<file path="src/rtl/rx_spi_pkg.sv">
// rx_spi_pkg: shared state, byte-phase encodings and CC1200 command constant for rx_spi_unpack
package rx_spi_pkg;
  typedef enum logic [2:0] {IDLE, SETUP, CMD, DATA, TAIL, DONE} state_t;
  typedef enum logic [1:0] {PH_LO, PH_MID, PH_HI} phase_t;
  localparam logic [7:0] CC1200_RX_BURST = 8'hFF;
endpackage

</file>
<file path="src/rtl/rx_spi_unpack_spi_byte_shift.sv">
// spi_byte_shift: mode-0 SCLK generator and 8-bit MSB-first shifter with a byte-complete pulse
module spi_byte_shift #(
  parameter int CLK_DIV = 16
) (
  input  logic       clk,
  input  logic       rst,
  input  logic       en,
  input  logic       load,
  input  logic [7:0] tx_byte,
  input  logic       miso,
  output logic       sclk,
  output logic       mosi,
  output logic       byte_done,
  output logic [7:0] rx_byte
);
  localparam int CW = $clog2(CLK_DIV);
  logic [CW-1:0] cnt;
  logic [2:0]    bit_cnt;
  logic [7:0]    tx;
  logic [6:0]    rx_sh;
  logic          tick, rise;
  assign tick      = en && cnt == CW'(CLK_DIV - 1);
  assign rise      = tick && !sclk;
  assign byte_done = rise && bit_cnt == 3'd7;
  assign rx_byte   = {rx_sh, miso};
  assign mosi      = tx[7];
  // Half-period divider; MISO captured on rising ticks, MOSI advanced on falling ticks
  always_ff @(posedge clk or posedge rst) begin
    if (rst) begin
      cnt     <= '0;
      bit_cnt <= '0;
      tx      <= '0;
      rx_sh   <= '0;
      sclk    <= 1'b0;
    end else if (load) begin
      cnt     <= '0;
      bit_cnt <= '0;
      tx      <= tx_byte;
      sclk    <= 1'b0;
    end else if (!en) begin
      cnt  <= '0;
      sclk <= 1'b0;
    end else begin
      cnt <= tick ? '0 : cnt + 1'b1;
      if (tick) sclk <= !sclk;
      if (rise) begin
        rx_sh   <= rx_byte[6:0];
        bit_cnt <= bit_cnt + 3'd1;
      end
      if (tick && sclk) tx <= {tx[6:0], 1'b0};
    end
  end
endmodule

</file>
<file path="src/rtl/rx_spi_unpack.sv">
// rx_spi_unpack: CC1200 RX FIFO burst reader unpacking 3 bytes into two 12-bit samples (option RXSPI_STATUS_EN adds Status)
module rx_spi_unpack
  import rx_spi_pkg::*;
#(
  parameter int         CLK_DIV     = 16,
  parameter int         NUM_SAMPLES = 38400,
  parameter logic [7:0] CMD_BYTE    = CC1200_RX_BURST
) (
  input  logic        clk,
  input  logic        rst,
  input  logic        RecStart,
  output logic        Busy,
  output logic        Done,
  output logic        WrEn,
  output logic [15:0] WrAdd,
  output logic [11:0] WrData,
  output logic        SCLK,
  output logic        MOSI,
  input  logic        MISO,
  output logic        CS_n
`ifdef RXSPI_STATUS_EN
  , output logic [7:0] Status
`endif
);
  localparam int CW = $clog2(CLK_DIV);
  localparam logic [16:0] LAST_BYTE = 17'(NUM_SAMPLES * 3 / 2 - 1);
  state_t        state;
  phase_t        phase;
  logic [CW-1:0] wait_cnt;
  logic [16:0]   byte_cnt;
  logic [15:0]   smp_cnt;
  logic [7:0]    low, rx_byte;
  logic [3:0]    nib;
  logic          load, en, byte_done;
  assign load = state == IDLE && RecStart;
  // Keep SCLK running into TAIL only long enough to finish the last high phase
  assign en   = state == CMD || state == DATA || (state == TAIL && SCLK);
  spi_byte_shift #(.CLK_DIV(CLK_DIV)) u_shift (
    .clk(clk), .rst(rst), .en(en), .load(load), .tx_byte(CMD_BYTE), .miso(MISO),
    .sclk(SCLK), .mosi(MOSI), .byte_done(byte_done), .rx_byte(rx_byte)
  );
  // Burst sequencer with byte-phase unpacking and sample addressing
  always_ff @(posedge clk or posedge rst) begin
    if (rst) begin
      state    <= IDLE;
      phase    <= PH_LO;
      wait_cnt <= '0;
      byte_cnt <= '0;
      smp_cnt  <= '0;
      low      <= '0;
      nib      <= '0;
      Busy     <= 1'b0;
      Done     <= 1'b0;
      WrEn     <= 1'b0;
      WrAdd    <= '0;
      WrData   <= '0;
      CS_n     <= 1'b1;
`ifdef RXSPI_STATUS_EN
      Status   <= '0;
`endif
    end else begin
      Done <= 1'b0;
      WrEn <= 1'b0;
      case (state)
        IDLE: if (RecStart) begin
          state    <= SETUP;
          Busy     <= 1'b1;
          CS_n     <= 1'b0;
          wait_cnt <= '0;
          smp_cnt  <= '0;
          WrAdd    <= '0;
        end
        SETUP: if (wait_cnt == CW'(CLK_DIV - 1)) state <= CMD;
               else wait_cnt <= wait_cnt + 1'b1;
        CMD: if (byte_done) begin
          state    <= DATA;
          byte_cnt <= '0;
          phase    <= PH_LO;
`ifdef RXSPI_STATUS_EN
          Status   <= rx_byte;
`endif
        end
        DATA: if (byte_done) begin
          byte_cnt <= byte_cnt + 17'd1;
          phase    <= phase == PH_LO ? PH_MID : phase == PH_MID ? PH_HI : PH_LO;
          if (phase == PH_LO) low <= rx_byte;
          else begin
            WrEn    <= 1'b1;
            WrAdd   <= smp_cnt;
            smp_cnt <= smp_cnt + 16'd1;
            WrData  <= phase == PH_MID ? {rx_byte[3:0], low} : {rx_byte, nib};
          end
          if (phase == PH_MID) nib <= rx_byte[7:4];
          if (byte_cnt == LAST_BYTE) begin
            state    <= TAIL;
            wait_cnt <= '0;
          end
        end
        TAIL: if (!SCLK) begin
          if (wait_cnt == CW'(CLK_DIV - 1)) begin
            state <= DONE;
            CS_n  <= 1'b1;
            Busy  <= 1'b0;
            Done  <= 1'b1;
          end else wait_cnt <= wait_cnt + 1'b1;
        end
        DONE: state <= IDLE;
        default: state <= IDLE;
      endcase
    end
  end
endmodule

</file>
<file path="config.mk">
export PLATFORM = sky130hd
export DESIGN_NAME = rx_spi_unpack
export DESIGN_NICKNAME = d
export VERILOG_FILES = /design/src/rtl/rx_spi_pkg.sv /design/src/rtl/rx_spi_unpack_spi_byte_shift.sv /design/src/rtl/rx_spi_unpack.sv
export SDC_FILE = /design/constraint.sdc
export NUM_CORES = 1
export LEC_CHECK = 0
export ABC_AREA = 1
export BUFFER_PORTS_ARGS = -buffer_cell sky130_fd_sc_hd__buf_2
export CAP_MARGIN = 20
export CORE_MARGIN = 1
export CORE_UTILIZATION = 45
export CTS_CLUSTER_SIZE = 40
export DETAILED_ROUTE_END_ITERATION = 16
export GPL_TIMING_DRIVEN = 0
export PLACE_DENSITY_LB_ADDON = 0.08
export SETUP_SLACK_MARGIN = 0.4
export SYNTH_ARGS = -nofsm -noshare
export SYNTH_HDL_FRONTEND = slang
export SYNTH_SLANG_ARGS = --single-unit
</file>
<file path="constraint.sdc">
create_clock -name clk -period 3.4 [get_ports clk]
set_input_delay 0.17 -clock clk [delete_from_list [all_inputs] [get_ports clk]]
set_output_delay 0.17 -clock clk [all_outputs]
set_load 0.02 [all_outputs]
</file>
==> results of run 1 <==
[metrics by stage]
stage,power [uW],cell area (sq um)
after CTS,2960,6040
final,2920,6040
after detailed placement,1930,5750
after global placement,1910,5710
after floorplan,1800,5350
after global routing,3100,6040
[final cells by class]
cell class	instances	share of cell area (%)
Clock inverter	5	0.663
Clock buffer	11	4.02
Sequential cell	109	45.2
Tap cell	143	2.96
Multi-Input combinational cell	475	37.8
Timing Repair Buffer	40	3.89
Buffer	22	2.09
Inverter	54	3.42
[routing by layer]
layer,vias up,share of wire [%],track usage [%]
li1,2241,-,-
met1,2074,47,26.9
met2,62,49,34.8
met3,11,3.5,5.41
met4,0,1.2,6.58
met5,-,0,0
[where the power goes]
group          internal (uW)  total (uW)  switching [uW]  leakage (uW)
Combinational            152         517             365       0.00144
Sequential              1340        1380            41.1       0.00145
Clock                    526        1020             491      0.000141
Total                   2020        2920             898       0.00302
[state kept, by name, indices dropped and copies added (netlist names), 4 cells and up]
name,cells
u_shift.tx,8
nib,4
low,8
u_shift.cnt,4
wait_cnt,4
u_shift.rx_sh,7
byte_cnt,17
WrData,12
WrAdd,16
smp_cnt,16
[cell families after synthesis]
family / share of synthesized area, %
buffers and inverters: 6.16
AO/OA/AOI/OAI: 6.84
XOR/XNOR: 3.44
adder cells (fa/ha/maj): 1.41
flip-flops: 51.1
AND/OR/NAND/NOR: 31.1
[worst max path at each step]
stage          depth (start not counted)  slack (ns)                 endpoint
2_1_floorplan                         10        1.81  wait_cnt[0]$_DFFE_PP0P_
3_3_place_gp                           2        1.18    WrAdd[15]$_DFFE_PP0P_
3_5_place_dp                          10        1.41  wait_cnt[2]$_DFFE_PP0P_
4_1_cts                               10        1.41  wait_cnt[2]$_DFFE_PP0P_
5_1_grt                               10        1.19  wait_cnt[3]$_DFFE_PP0P_
6_report                              10        1.37  wait_cnt[3]$_DFFE_PP0P_
[worst register-to-register path, delay by kind of cell (launching register included)]
kind / cells / cell delay (ns)
adder cells (fa/ha/maj): 1 / 0.23
buffers and inverters: 1 / 0.06
AND/OR/NAND/NOR: 8 / 1.23
flip-flops: 1 / 0.41
[cell usage in the layout, fill, tap and decap left out, types with 2 or more instances in the layout]
master	instances
o21bai_1	2
nand2_2	6
inv_2	3
buf_12	2
buf_4	7
nor3_1	4
o21ai_1	10
inv_6	3
o22ai_1	5
xnor2_1	4
nand2_1	222
o22a_1	6
o21ai_2	3
nand4_1	14
nand3b_1	3
clkbuf_1	7
or2_2	2
ha_1	6
nor2_4	3
nor2_1	48
clkbuf_16	9
buf_2	45
nand3_1	79
a21oi_1	4
o21ai_0	34
inv_1	50
xor2_1	17
dfrtp_1	108
==> impl_metrics.tcl, run 1 <==
set metrics [dict create \
    status "finished with violations" \
    violations "design-rule violations" \
    rows 39 \
    synthCells 660 \
    async_flop_share_pct 100 \
    avgSynthCellArea_sq_um 8.09 \
    gp_congestion 0.892 \
    holdPathStages 3 \
    ff_latch_area_sq_mm 0.00273 \
    seq_area_frac_synth_pct 51.1 \
    vias 4388 \
    ir_worst_vdd_uv 430 \
    cts_sinks 109 \
    overflow 0 \
    drt-vias-per-instance 5.11 \
    dieArea_sq_mm 0.0123 \
    worstRegToRegCells 10 \
    dp_slack_ns 1.41 \
    finalCritPeriodShare_pct 59.8 \
    cts-root-buf "clkbuf_16" \
    drc 4 \
    slew_headroom_pct 49.4 \
    r2r_end "wait_cnt[3]$_DFFE_PP0P_" \
    fin_crit_ns 2.03 \
    cts_buffers 9 \
    synth_fp_nets 670 \
    antenna_found_initial 0 \
    hold_buffers 1 \
    crit_family "simple AND/OR/NAND/NOR gates" \
    synth_top_area_share_pct 50.6 \
    final.setup_skew_ns 0.00900 \
    setup_viol_count_final 0 \
    final_nets 721 \
    hold_viol_final 0 \
    post-cts-setup-buffers 0 \
    crit_fanout 9 \
    yosysTopAreaCell "dfrtp_1" \
    cts.repair.resized 0 \
    final_antenna_net_count 0 \
    cp_slowest_cell "dfrtp_1" \
    yosysWarnings 0 \
    num_antenna_cells 0 \
    hp-class "input port to register" \
    path_cells "ha_1 -> nand2_1 -> nor2_2 -> inv_1 -> nor2_1 -> nand3_1 -> nand2_2 -> nand3_1 -> nand2_1 -> nand2_1" \
    final_core_util_pct 52.5 \
    dpl.hpwl_um 8190 \
    cts_max_path_buffers 2 \
    synth_seq_cells 109 \
    critPathRequiredTime_ns 3.65 \
    r2r-start "byte_cnt[0]$_DFFE_PP0P_" \
    htreeDepth 3 \
    hold_path_startpoint "MISO" \
    cp.buffers_inverters 1 \
    hold_ws_ns 0.0778 \
    clkTransAtPathRegs_ns 0.08 \
    syn_to_final_growth_pct 13.1 \
    setup-tns-final_ns 0 \
    synth.top_cells.by_area "dfrtp_1 51%, nand2_1 16%, nand3_1 7.4%" \
    p_leak_uw 0.00302 \
    cpPeakStageDelay_ns 0.41 \
    grt_max_degree 43 \
    firstDrtPassIters 10 \
    grt_pass1_vias 4416 \
    grt_pass1_wl_um 20600 \
    die_h_um 111 \
    drive_gt1_share_pct 12.8 \
    track_usage_pct 21.0 \
    cp.arrival_ns 2.29 \
    fillers 1135 \
    synth_ff_type "dfrtp_1" \
    drtIter0Drc 215 \
    criticalPathCategory "register to register" \
    cpMostUsedCell "nand2_1" \
    dp_cells 842 \
    dieWidth_um 111 \
    start_util_pct 46.4 \
    wl_per_cell_um 13.2 \
    end_kind "register" \
    setup_slack_ns 1.37 \
    cts_tree "done" \
    worstSetupStartpointType "register" \
    slew_violations 0 \
    cap_violations 0 \
    r2r_slack_ns 1.37 \
    post-synth-top-count-cell "nand2_1" \
    core_sq_mm 0.0115 \
    clk_latency_ns 0.36 \
    synthDistinctLibCells 30 \
    rsz0062_at_grt "false" \
    io-pin-count 38 \
    worstMarginPinSlew_ns 0.757 \
    wl_um 11400 \
    power.density_mw_per_mm2 483 \
    startpoint "byte_cnt[0]$_DFFE_PP0P_" \
    hold_end "low[0]$_DFFE_PP0P_" \
    fmax_mhz 492 \
    multiInputGateArea_sq_mm 0.00228 \
    syn_area_sq_mm 0.00534 \
    portBuffers 37 \
    synth_commonest_cells "222 x nand2_1, 108 x dfrtp_1, 79 x nand3_1, 51 x inv_1, 48 x nor2_1" \
    fin_cells 859 \
    synth_edf_count 0 \
]
No activity file was read; power rests on OpenSTA's default activity.
==> run 2: changes to the inputs <==
==> constraint.sdc (replaced) <==
create_clock -name clk -period 2 [get_ports clk]
set_input_delay 0.1 -clock clk [delete_from_list [all_inputs] [get_ports clk]]
set_output_delay 0.1 -clock clk [all_outputs]
set_load 0.02 [all_outputs]
==> run 2 against run 1 <==
Net effect:
- die area stayed put
- via count is 3.2% higher
- worst hold slack worse by 0.060 ns
- sequential share of layout area is 4.2 points lower
- cell count is 4.0% higher
- the flow still finishes with violations (design-rule violations)
- global-route usage is 0.95 points higher
- critical path type unchanged
- total power is 85% higher
- largest power group unchanged
==> impl_metrics.tcl, run 2 (synthesized netlist as in run 1, its figures left out) <==
set metrics [dict create \
    grt_pass1_vias 4563 \
    cpPeakStageDelay_ns 0.36 \
    fin_cells 893 \
    portBuffers 37 \
    cts_buffers 9 \
    cp.buffers_inverters 4 \
    p_leak_uw 0.00329 \
    hold_ws_ns 0.0179 \
    drc 4 \
    final_antenna_net_count 0 \
    dp_cells 842 \
    antenna_found_initial 0 \
    cts_max_path_buffers 2 \
    worstSetupStartpointType "register" \
    cp.arrival_ns 1.95 \
    syn_to_final_growth_pct 24.7 \
    p_int_uw 3720 \
    final_cell_mix "199 x nand2_1, 106 x dfrtp_1, 75 x nand3_1, 45 x inv_1, 42 x nor2_1" \
    grt_max_degree 43 \
    hold_viol_final 0 \
    die_h_um 111 \
    dpl.hpwl_um 8190 \
    setup_viol_count_final 0 \
    fin_crit_ns 1.69 \
    vias 4529 \
    top_usage_layer "met2" \
    combPwrFrac_pct 24.2 \
    drive_gt1_share_pct 23.3 \
    firstDrtPassIters 10 \
    cts_tree "done" \
    rows 39 \
    hp-class "input port to register" \
    power.density_mw_per_mm2 809 \
    cap_violations 0 \
    power_frac_clock_pct 32.0 \
    setup-tns-final_ns 0 \
    slew_headroom_pct 49.0 \
    crit_fanout 8 \
    track_usage_pct 21.9 \
    violations "design-rule violations" \
    grt.met1_usage_pct 28.4 \
    ff_latch_area_sq_mm 0.00273 \
    drt-vias-per-instance 5.07 \
    cpMostUsedCell "nand2_2" \
    multiInputGateArea_sq_mm 0.00248 \
    p_switching_uw 1670 \
    status "finished with violations" \
    worstMarginPinSlew_ns 0.763 \
    overflow 0 \
    max_flop_register "byte_cnt" \
    fillers 1069 \
    largest_register_ffs 17 \
    grt_pass1_wl_um 21600 \
    clk_latency_ns 0.36 \
    wl_per_cell_um 13.6 \
    rsz0062_at_grt "true" \
    cts_sinks 109 \
    dieArea_sq_mm 0.0123 \
    gp_congestion 0.892 \
    end_kind "register" \
    path_cells "ha_2 -> nand2_1 -> inv_2 -> nand2_4 -> inv_4 -> nand4_4 -> nor2_4 -> buf_12 -> nand2_8 -> buf_6 -> nand2_2 -> nand2_2" \
    io-pin-count 38 \
    grt_use_met2_pct 36.5 \
    final_nets 755 \
    ir_worst_vdd_uv 737 \
    slew_violations 0 \
    crit_family "simple AND/OR/NAND/NOR gates" \
    seqPwrFrac_pct 43.7 \
    top_regs "byte_cnt: 17 flops, WrAdd: 16 flops, smp_cnt: 16 flops" \
    finalCritPeriodShare_pct 84.5 \
    criticalPathCategory "register to register" \
    switching_share_pct 30.9 \
    cts-root-buf "clkbuf_16" \
    cp_slowest_cell "dfrtp_1" \
    num_antenna_cells 0 \
    drtIter0Drc 248 \
    dieWidth_um 111 \
    htreeDepth 3 \
    fmax_mhz 592 \
    core_sq_mm 0.0115 \
    gr-usage-met3_pct 5.47 \
    final_common_cell "nand2_1" \
    clkTransAtPathRegs_ns 0.08 \
    wl_um 12200 \
    final.setup_skew_ns 0.00961 \
    critPathRequiredTime_ns 2.26 \
    start_util_pct 46.4 \
]
[run 2: cell count changes in the layout (fill, tap and decap cells not counted), moves of 6 or more]
cell,change
nand2_4,+7
nand2_2,+15
nor2_1,-6
nand2_1,-23
buf_4,+21
buf_6,+12
buf_2,-6
[run 2: routing by layer]
metal  vias to the layer above  part of all wire, %  wire length (um)
li1                       2302                    -                 -
met1                      2168                   46              5600
met2                        49                   50              6090
met3                        10                  2.6               319
met4                         0                  1.2               144
met5                         -                    0                 0
[run 2: metrics by stage]
step | utilization (%) | setup slack [ns] | total power (uW) | area, sq um
CTS | 55.7 | 0.284 | 5320 | 6420
floorplan | - | 0.408 | 3060 | 5350
detailed placement | 49.9 | 0.0144 | 3280 | 5750
finish | 57.9 | 0.310 | 5390 | 6660
global placement | 49.6 | -0.149 | 3250 | 5710
global route | 57.9 | 0.181 | 5710 | 6660
[run 2: worst paths after layout]
kind | to | slack, ns | from | cells past startpoint
max in group asynchronous | smp_cnt[0]$_DFFE_PP0P_ | 0.91 | rst | 4
min in group asynchronous | Done$_DFF_PP0_ | 0.42 | rst | 3
min | low[0]$_DFFE_PP0P_ | 0.02 | MISO | 3
max | WrData[6]$_DFFE_PP0P_ | 0.31 | u_shift.cnt[1]$_DFF_PP0_ | 12
min reg2reg | WrAdd[5]$_DFFE_PP0P_ | 0.46 | WrAdd[5]$_DFFE_PP0P_ | 2
max reg2reg | WrData[6]$_DFFE_PP0P_ | 0.31 | u_shift.cnt[1]$_DFF_PP0_ | 12
[run 2: worst register-to-register path: cells and delay by family (launching register included)]
kind	cells	cell delay, ns
DFF	1	0.36
adders and majority gates	1	0.18
and+or+nand+nor	7	0.60
buffers and inverters	4	0.46
[run 2: power by group through the flow]
stage / Clock (uW) / Sequential (uW) / Combinational (uW)
after floorplan: 0 / 2380 / 685
after global placement: 0 / 2390 / 858
after detailed placement: 0 / 2390 / 891
after CTS: 1800 / 2350 / 1170
after global routing: 1870 / 2370 / 1470
final: 1730 / 2360 / 1310
[run 2: final cells by class]
type	count	share of cell area (%)
buffer	22	3.25
clock buffer	11	3.64
clock inverter	5	0.601
inverter	54	3.17
multi-input combinational	475	37.2
sequential	109	41.0
tap	143	2.68
timing repair buffer	74	8.51
[run 2: repair_timing]
action                                 4_1_cts  5_1_grt
setup endpoints to repair                   99      104
pin swaps                                   10        9
gates resized for setup                     51       55
setup buffers                               19       13
endpoints found under the hold margin       30        0
gates cloned                                 2        0
hold buffers                                 1        0
